[config.mk]
export PLATFORM = sky130hd
export DESIGN_NAME = terminal_input_flat
export DESIGN_NICKNAME = d
export VERILOG_FILES = /design/src/rtl/terminal_input_pkg.sv /design/src/rtl/terminal_input_if.sv /design/src/rtl/terminal_input_byte_fifo.sv /design/src/rtl/terminal_input.sv /design/src/flat_wrapper.sv
export SDC_FILE = /design/constraint.sdc
export NUM_CORES = 1
export LEC_CHECK = 0
export ABC_AREA = 1
export ABC_CLOCK_PERIOD_IN_PS = 4850
export CAP_MARGIN = 30
export CORE_UTILIZATION = 38
export DETAILED_ROUTE_END_ITERATION = 10
export GPL_TIMING_DRIVEN = 1
export PLACE_DENSITY = 0.65
export SYNTH_ARGS = -nofsm -noshare
export SYNTH_HDL_FRONTEND = slang
export SYNTH_SLANG_ARGS = --single-unit
export TNS_END_PERCENT = 5
[constraint.sdc]
create_clock -name clk -period 4.85 [get_ports clk]
set_input_delay 0.97 -clock clk [delete_from_list [all_inputs] [get_ports clk]]
set_output_delay 0.97 -clock clk [all_outputs]
set_load 0.05 [all_outputs]
[src/rtl/terminal_input_pkg.sv]
// rtl/terminal_input_pkg.sv - shared peripheral constants for the terminal input port
package terminal_input_pkg;

    localparam logic [23:0] TERMIN_BASE  = 24'h000001;

    localparam logic [3:0]  OFFS_DATA    = 4'h0;
    localparam logic [3:0]  OFFS_STATUS  = 4'h4;
    localparam logic [3:0]  OFFS_CONTROL = 4'h8;

    localparam int STAT_EMPTY     = 0;
    localparam int STAT_FULL      = 1;
    localparam int STAT_OVERFLOW  = 2;
    localparam int STAT_IRQ_EN    = 3;
    localparam int STAT_COUNT_LSB = 8;

    localparam int CTRL_FLUSH   = 0;
    localparam int CTRL_CLR_OVF = 1;
    localparam int CTRL_IRQ_EN  = 2;

    // Also returned by the terminal output port when it has nothing to report.
    localparam logic [31:0] EMPTY_READ = 32'hFFFF_FFFF;

endpackage

[src/rtl/terminal_input_if.sv]
// rtl/terminal_input_if.sv - CPU data bus and key stream signals of the terminal input port
interface terminal_input_if;
    logic        we;
    logic        re;
    logic [31:0] addr;
    logic [31:0] data_write;
    logic [31:0] data_read;
    logic [7:0]  key_data;
    logic        key_valid;
    logic        key_ready;
    logic        irq;

    modport master (
        output we, re, addr, data_write, key_data, key_valid,
        input  data_read, key_ready, irq
    );

    modport slave (
        input  we, re, addr, data_write, key_data, key_valid,
        output data_read, key_ready, irq
    );
endinterface

[src/rtl/terminal_input_byte_fifo.sv]
// rtl/terminal_input_byte_fifo.sv - byte FIFO with flush; push/pop are ignored when full/empty
module byte_fifo #(
    parameter int DEPTH = 16
) (
    input  logic                    clk,
    input  logic                    reset_n,
    input  logic                    push,
    input  logic                    pop,
    input  logic                    flush,
    input  logic [7:0]              din,
    output logic [7:0]              dout,
    output logic [$clog2(DEPTH):0]  count,
    output logic                    full,
    output logic                    empty
);
    localparam int AW = $clog2(DEPTH);
    localparam logic [AW-1:0] PTR_ONE = 1;
    localparam logic [AW:0]   CNT_ONE = 1;
    localparam logic [AW:0]   CNT_MAX = (AW+1)'(DEPTH);

    logic [7:0]    mem [DEPTH];
    logic [AW-1:0] wr_ptr;
    logic [AW-1:0] rd_ptr;
    logic          do_push;
    logic          do_pop;

    assign full    = (count == CNT_MAX);
    assign empty   = (count == '0);
    assign do_push = push && !full && !flush;
    assign do_pop  = pop && !empty && !flush;
    assign dout    = mem[rd_ptr];

    // Storage is left uninitialised; count alone decides what is valid.
    always_ff @(posedge clk) begin
        if (do_push) begin
            mem[wr_ptr] <= din;
        end
    end

    always_ff @(posedge clk or negedge reset_n) begin
        if (!reset_n) begin
            wr_ptr <= '0;
            rd_ptr <= '0;
            count  <= '0;
        end else if (flush) begin
            wr_ptr <= '0;
            rd_ptr <= '0;
            count  <= '0;
        end else begin
            if (do_push) wr_ptr <= wr_ptr + PTR_ONE;
            if (do_pop)  rd_ptr <= rd_ptr + PTR_ONE;
            case ({do_push, do_pop})
                2'b10:   count <= count + CNT_ONE;
                2'b01:   count <= count - CNT_ONE;
                default: count <= count;
            endcase
        end
    end
endmodule

[src/rtl/terminal_input.sv]
// rtl/terminal_input.sv - memory-mapped terminal input: key stream into a FIFO drained by CPU loads
module terminal_input
    import terminal_input_pkg::*;
#(
    parameter int DEPTH = 16
) (
    input  logic              clk,
    input  logic              reset_n,
    terminal_input_if.slave   bus
);
    localparam int CW = $clog2(DEPTH) + 1;

    logic          sel;
    logic [3:0]    offs;
    logic          wr_ctrl;
    logic          pop;
    logic          flush;
    logic [7:0]    head;
    logic [CW-1:0] count;
    logic [7:0]    count8;
    logic          full;
    logic          empty;
    logic          overflow;
    logic          irq_en;
    logic [31:0]   status;
    logic          unused_bits;

    assign sel     = (bus.addr[31:8] == TERMIN_BASE);
    assign offs    = bus.addr[3:0];
    assign wr_ctrl = bus.we && sel && (offs == OFFS_CONTROL);
    assign flush   = wr_ctrl && bus.data_write[CTRL_FLUSH];
    // A store wins over a coincident load, so a pop needs we low.
    assign pop     = bus.re && !bus.we && sel && (offs == OFFS_DATA);
    assign count8  = 8'(count);

    assign bus.key_ready = !full;
    assign bus.irq       = irq_en && !empty;
    assign unused_bits   = ^{bus.data_write[31:3], bus.addr[7:4]};

    byte_fifo #(.DEPTH(DEPTH)) u_fifo (
        .clk     (clk),
        .reset_n (reset_n),
        .push    (bus.key_valid),
        .pop     (pop),
        .flush   (flush),
        .din     (bus.key_data),
        .dout    (head),
        .count   (count),
        .full    (full),
        .empty   (empty)
    );

    // A byte dropped on the same edge as a clear still leaves overflow set.
    always_ff @(posedge clk or negedge reset_n) begin
        if (!reset_n) begin
            overflow <= 1'b0;
            irq_en   <= 1'b0;
        end else begin
            if (bus.key_valid && full) begin
                overflow <= 1'b1;
            end else if (wr_ctrl && bus.data_write[CTRL_CLR_OVF]) begin
                overflow <= 1'b0;
            end
            if (wr_ctrl) begin
                irq_en <= bus.data_write[CTRL_IRQ_EN];
            end
        end
    end

    always_comb begin
        status                       = '0;
        status[STAT_EMPTY]           = empty;
        status[STAT_FULL]            = full;
        status[STAT_OVERFLOW]        = overflow;
        status[STAT_IRQ_EN]          = irq_en;
        status[STAT_COUNT_LSB +: 8]  = count8;
    end

    always_comb begin
        bus.data_read = 32'h0;
        if (sel) begin
            case (offs)
                OFFS_DATA:    bus.data_read = empty ? EMPTY_READ : {24'h0, head};
                OFFS_STATUS:  bus.data_read = status;
                OFFS_CONTROL: bus.data_read = {29'h0, irq_en, 2'b00};
                default:      bus.data_read = 32'h0;
            endcase
        end
    end
endmodule

[src/flat_wrapper.sv]
// flat-port wrapper written by rule: the top's interface ports become plain ports
module terminal_input_flat import terminal_input_pkg::*;
#(
    parameter int DEPTH = 16
)
  (clk, reset_n, bus_we, bus_re, bus_addr, bus_data_write, bus_key_data, bus_key_valid, bus_data_read, bus_key_ready, bus_irq);
  terminal_input_if bus_i ();
  input  logic clk;
  input  logic reset_n;
  input wire logic [$bits(bus_i.we)-1:0] bus_we;
  input wire logic [$bits(bus_i.re)-1:0] bus_re;
  input wire logic [$bits(bus_i.addr)-1:0] bus_addr;
  input wire logic [$bits(bus_i.data_write)-1:0] bus_data_write;
  input wire logic [$bits(bus_i.key_data)-1:0] bus_key_data;
  input wire logic [$bits(bus_i.key_valid)-1:0] bus_key_valid;
  output wire logic [$bits(bus_i.data_read)-1:0] bus_data_read;
  output wire logic [$bits(bus_i.key_ready)-1:0] bus_key_ready;
  output wire logic [$bits(bus_i.irq)-1:0] bus_irq;
  assign bus_i.we = bus_we;
  assign bus_i.re = bus_re;
  assign bus_i.addr = bus_addr;
  assign bus_i.data_write = bus_data_write;
  assign bus_i.key_data = bus_key_data;
  assign bus_i.key_valid = bus_key_valid;
  assign bus_data_read = bus_i.data_read;
  assign bus_key_ready = bus_i.key_ready;
  assign bus_irq = bus_i.irq;
  terminal_input #(.DEPTH(DEPTH)) u_core (.clk(clk), .reset_n(reset_n), .bus(bus_i));
endmodule
==> impl_metrics.json, run 1 <==
{
  "h-tree-depth": 4,
  "slew_viol_final": 0,
  "dieArea_um2": 18260,
  "hold_class": "register to register",
  "cellLeakagePower_nw": 3.134,
  "clkLatencyLatePin_ps": 420,
  "critPathCaptureType": "output pin",
  "start_kind": "input port",
  "grt_pass1_vias": 4510,
  "ys_seq_area_share_pct": 62.65,
  "syn_nets": 749,
  "grt_max_degree": 59,
  "routabilityCongestion": 0.8097,
  "num_vias": 4765,
  "io_pins": 111,
  "critPathKind": "input port to output pin",
  "antenna_found_initial": 0,
  "layout.nets": 811,
  "outcome": "finished, final reports clean",
  "worstPathArrival_ps": 3200,
  "placed_cell_area_um2": 7741,
  "cts_tree": "yes",
  "die_x_um": 135.1,
  "core-area_um2": 17300,
  "power.density_nw_per_um2": 373.9,
  "drt_iter0_drc": 260,
  "post-route-util_pct": 47.93,
  "grt_pass1_wl_um": 24380,
  "worstMarginPinSlew_ps": 877.8,
  "hpwl_um": 10340,
  "antenna_cells": 0,
  "crit_required_ps": 3880,
  "ys_ff_latch": 143,
  "post_cts.repair.setup_buffers": 0,
  "grt_use_total_pct": 18.02,
  "wire_per_inst_um": 16.15,
  "grt-ovfl-total": 0,
  "clock-root-buffer": "clkbuf_16",
  "cts_made_buffers": 17,
  "drcViolationCount": 0,
  "cp_slowest_cell": "clkdlybuf4s50_1",
  "start_util_pct": 38.93,
  "synthCells": 662,
  "fin_setup_tns_ps": 0,
  "critPathBufInv": 4,
  "drtPass1Iterations": 5,
  "holdBufCountCts": 0,
  "fin_crit_sh_pct": 85.89,
  "hold_viol": 0,
  "maxCapViolations": 0,
  "cp_max_fo": 7,
  "syn_to_final_growth_pct": 23.11,
  "rsz0062_at_grt": "false",
  "slew_headroom_pct": 41.27,
  "drive_gt1_share_pct": 10.58,
  "cts_num_sinks": 143,
  "fill_cells": 1587,
  "synthDistinctLibCells": 29,
  "syn_area_per_cell_um2": 10.17,
  "fmax_mhz": 240.1,
  "skew_ps": 9.945,
  "path_cells": "clkdlybuf4s50_1 > inv_1 > nor2_1 > nand2_1 > nor2_1 > inv_1 > nor2_4 > o21ai_1 > a21oi_1 > clkdlybuf4s50_1",
  "io_buffers": 77,
  "path_clk_slew_ps": 60,
  "yosys_warnings": 0,
  "path_delay_family": "buffers and inverters",
  "vdd_drop_max_v": 0.0002803,
  "die_h_um": 135.1,
  "totalWireLength_um": 15540,
  "netlist_area_um2": 6734,
  "cts_buffer_depth": 2,
  "final_area_um2": 8290,
  "crit_path_max_incr_delay_ps": 820,
  "period_needed_ps": 4166,
  "rows": 48,
  "vias_per_cell": 4.953,
  "ant_nets": 0,
  "cts-resized-gates": 0,
  "setup_viol": 0
}
[registers in the layout (all words and copies together) (netlist names)]
name / flops
u_core.irq_en: 1
u_core.u_fifo.rd_ptr: 4
u_core.u_fifo.wr_ptr: 4
u_core.overflow: 1
u_core.u_fifo.count: 5
u_core.u_fifo.mem: 128
[final timing paths]
path,start,endpoint,slack [ps],cells past startpoint
worst max register to register,u_core.u_fifo.count[1]$_DFFE_PN0P_,u_core.u_fifo.count[4]$_DFFE_PN0P_,2170,16
max in group asynchronous,reset_n,u_core.u_fifo.rd_ptr[0]$_DFFE_PN0P_,3330,1
worst min register to register,u_core.overflow$_DFFE_PN0P_,u_core.overflow$_DFFE_PN0P_,530,2
min in group asynchronous,reset_n,u_core.u_fifo.rd_ptr[2]$_DFFE_PN0P_,1000,1
worst min-delay path,u_core.overflow$_DFFE_PN0P_,u_core.overflow$_DFFE_PN0P_,530,2
worst max-delay path,bus_addr[8],bus_data_read[3],680,10
[power by group]
part	internal [W]	switching (W)
clock	0.000669	0.000527
sequential	0.00147	0.0000619
combinational	0.000125	0.000243
[cell type report]
class	instances	area, µm²	area share, %
Clock buffer	17	425.4	5.131
Clock inverter	15	123.9	1.494
Inverter	55	206.4	2.490
Multi-Input combinational cell	422	1999	24.12
Sequential cell	143	4220	50.91
Tap cell	225	281.5	3.396
Timing Repair Buffer	85	1033	12.47
[synth_stat cells, drive strengths merged]
cell type	count	share of area [%]
nor3	4	0.30
nand4	7	0.97
a21oi	17	1.3
ha	9	1.7
nor4	1	0.19
clkinv	2	0.11
inv	53	3.0
clkbuf	3	0.17
xor2	1	0.13
nor2	127	7.7
nand3	54	4.0
edfxtp	128	57
nand2	134	7.6
fa	1	0.30
o21ai	51	3.8
dfrtp	15	5.6
buf	39	4.4
o211ai	16	1.8
[metrics by stage]
step	power [W]	hold WS (ps)	cells	worst slack, ps
6_report	0.003100	531.2	962	684.5
5_1_grt	0.003249	594.9	962	489.0
4_1_cts	0.003122	527.4	962	649.0
3_5_place_dp	0.001932	512.1	930	636.3
3_3_place_gp	0.001917	501.1	930	652.7
2_1_floorplan	0.001780	463.9	662	42.60
[layer usage]
layer / vias up / global-route usage, % / wire [µm]
met4: 0 / 6.554 / 267
li1: 2350 / - / -
met2: 138 / 29.89 / 7803
met1: 2258 / 23.81 / 6654
met5: - / 0 / 0
met3: 19 / 2.890 / 810
[cells in the final DEF (no fill, tap or decap), types with 5 or more instances in the layout]
master           instances
clkdlybuf4s50_1         58
o211ai_1                16
edfxtp_1               128
buf_12                  20
o21ai_1                 13
inv_6                    5
nor2_1                 117
inv_1                   49
a21oi_1                 17
buf_4                    7
nor2_2                   7
o21ai_0                 38
dfrtp_1                 14
nand3_1                 54
ha_1                     9
clkbuf_16               17
nand2_1                132
nand4_1                  5
[worst register-to-register path: cells and delay by family, from the launching register on]
kind	cells	cell delay (ps)
buffers and inverters	4	320
adders and majority gates	2	700
AOI/OAI and AO/OA	1	70
DFF	1	430
and+or+nand+nor	9	1060
[kinds of logic (layout without fill, tap and decap cells)]
group | Yosys count | in the layout | synth area share, %
AND/OR/NAND/NOR | 327 | 327 | 20.75
flip-flops | 143 | 143 | 62.65
buffers and inverters | 97 | 172 | 7.655
AO/OA/AOI/OAI | 84 | 84 | 6.838
adder cells (fa/ha/maj) | 10 | 10 | 1.970
XOR/XNOR | 1 | 1 | 0.1301
Note: power is estimated with default switching activity, not from simulation.
==> inputs of run 2 (changes only) <==
RECOVER_POWER = 25   (was default)
==> impl_metrics.json, run 2 (same netlist as run 1, synthesis figures left out) <==
{
  "outcome": "finished, final reports clean",
  "reg_top3": "u_core.u_fifo.mem: 128 flops, u_core.u_fifo.count: 5 flops",
  "seq_power_share_pct": 49.6,
  "final_area_um2": 8290,
  "largest_reg_flops": 128,
  "fin_crit_sh_pct": 85.89,
  "cts_made_buffers": 17,
  "dieArea_um2": 18260,
  "slew_viol_final": 0,
  "clock-root-buffer": "clkbuf_16",
  "fin_setup_tns_ps": 0,
  "vias_per_cell": 4.944,
  "rrSetupSlack_ps": 2170,
  "sw_frac_of_total_pct": 26.79,
  "syn_to_final_growth_pct": 23.11,
  "reg2regPathDepth": 16,
  "hold_viol": 0,
  "die_x_um": 135.1,
  "placed_cell_area_um2": 7741,
  "antenna_cells": 0,
  "holdBufCountCts": 0,
  "internal-power_w": 0.002267,
  "start_kind": "input port",
  "vdd_drop_max_v": 0.0002784,
  "routabilityCongestion": 0.8097,
  "totalWireLength_um": 15520,
  "r2r-end": "u_core.u_fifo.count[4]$_DFFE_PN0P_",
  "path_clk_slew_ps": 60,
  "crit_required_ps": 3880,
  "drive_gt1_share_pct": 10.58,
  "grt_pass1_vias": 4510,
  "worstMarginPinSlew_ps": 877.8,
  "grt_pass1_wl_um": 24380,
  "clkLatencyLatePin_ps": 420,
  "layout_common_cells": "nand2_1, edfxtp_1, nor2_1",
  "rsz0062_at_grt": "false",
  "period_needed_ps": 4166,
  "worstPathArrival_ps": 3200,
  "critPathCapture": "bus_data_read[3]",
  "ant_nets": 0,
  "cts_buffer_depth": 2,
  "setup_viol": 0,
  "io_pins": 111,
  "cellLeakagePower_nw": 3.135,
  "startpoint": "bus_addr[8]",
  "fmax_mhz": 240.1,
  "grt-ovfl-total": 0,
  "post_cts.repair.setup_buffers": 0,
  "layout.nets": 811,
  "maxCapViolations": 0,
  "p_sw_w": 0.0008298,
  "antenna_found_initial": 0,
  "cp_max_fo": 7,
  "die_h_um": 135.1,
  "cts_tree": "yes",
  "grt_use_total_pct": 18.02,
  "h-tree-depth": 4,
  "mostFrequentLayoutCell": "nand2_1",
  "start_util_pct": 38.93,
  "critPathCaptureType": "output pin",
  "cts-resized-gates": 0,
  "grt_max_degree": 59,
  "hpwl_um": 10340,
  "skew_ps": 10.57,
  "power_frac_comb_pct": 11.8,
  "io_buffers": 77,
  "r2r-start": "u_core.u_fifo.count[1]$_DFFE_PN0P_",
  "core-area_um2": 17300,
  "wire_per_inst_um": 16.13,
  "slew_headroom_pct": 41.27,
  "num_vias": 4756,
  "critPathKind": "input port to output pin",
  "hold_class": "register to register",
  "top_register": "u_core.u_fifo.mem",
  "clockPowerShare_pct": 38.6,
  "cts_num_sinks": 143,
  "drt_iter0_drc": 260,
  "rows": 48,
  "drcViolationCount": 0,
  "drtPass1Iterations": 5,
  "power.density_nw_per_um2": 373.5
}
-- run 2: changes by cell type in the layout (fill, tap and decap cells not counted) --
| cell | change |
|---|---|
| dlygate4sd3_1 | +6 |
| clkdlybuf4s50_1 | -6 |
-- run 2: worst min-delay path by stage --
stage / from / end / slack (ps) / cells after the start
final: u_core.overflow$_DFFE_PN0P_ / u_core.overflow$_DFFE_PN0P_ / 530 / 2
after global routing: u_core.irq_en$_DFFE_PN0N_ / u_core.irq_en$_DFFE_PN0N_ / 590 / 2
after global placement: u_core.overflow$_DFFE_PN0P_ / u_core.overflow$_DFFE_PN0P_ / 500 / 2
after CTS: u_core.overflow$_DFFE_PN0P_ / u_core.overflow$_DFFE_PN0P_ / 530 / 2
after detailed placement: u_core.overflow$_DFFE_PN0P_ / u_core.overflow$_DFFE_PN0P_ / 510 / 2
after floorplan: u_core.overflow$_DFFE_PN0P_ / u_core.overflow$_DFFE_PN0P_ / 460 / 2
-- run 2: area by class of cell --
class                           instances  area [µm²]
Clock buffer                           17       425.4
Timing Repair Buffer                   85        1033
Clock inverter                         15       123.9
Fill cell                            1587        9006
Multi-Input combinational cell        422        1999
Inverter                               55       206.4
Sequential cell                       143        4220
Tap cell                              225       281.5
-- run 2: power by group through the flow --
stage | clock network (W) | registers [W] | logic [W]
final | 0.00119 | 0.00154 | 0.000367
after global routing | 0.00128 | 0.00155 | 0.000420
after CTS | 0.00121 | 0.00154 | 0.000374
after detailed placement | 0 | 0.00156 | 0.000372
after global placement | 0 | 0.00156 | 0.000360
after floorplan | 0 | 0.00154 | 0.000238
-- run 2: stage by stage --
stage	utilization, %	hold slack [ps]	setup slack [ps]	total power [W]	cells
5_1_grt	47.93	594.9	489.0	0.003248	962
6_report	47.93	531.2	684.5	0.003097	962
2_1_floorplan	-	463.9	42.60	0.001780	662
3_5_place_dp	44.76	512.1	636.3	0.001932	930
4_1_cts	47.93	527.4	649.0	0.003122	962
3_3_place_gp	44.76	501.1	652.7	0.001917	930
-- run 2: metal layers --
metal	up-vias	wire [µm]	global-route usage, %
met1	2250	6690	23.81
met5	-	0	0
met3	19	770	2.890
li1	2350	-	-
met4	0	267	6.554
met2	137	7792	29.89
-- run 2: worst max-delay path, stage by stage --
cell and delay [ps]:
clkdlybuf4s50_1 450, inv_1 30, nor2_1 70, nand2_1 50, nor2_1 120, inv_1 90
nor2_4 190, o21ai_1 210, a21oi_1 190, clkdlybuf4s50_1 820
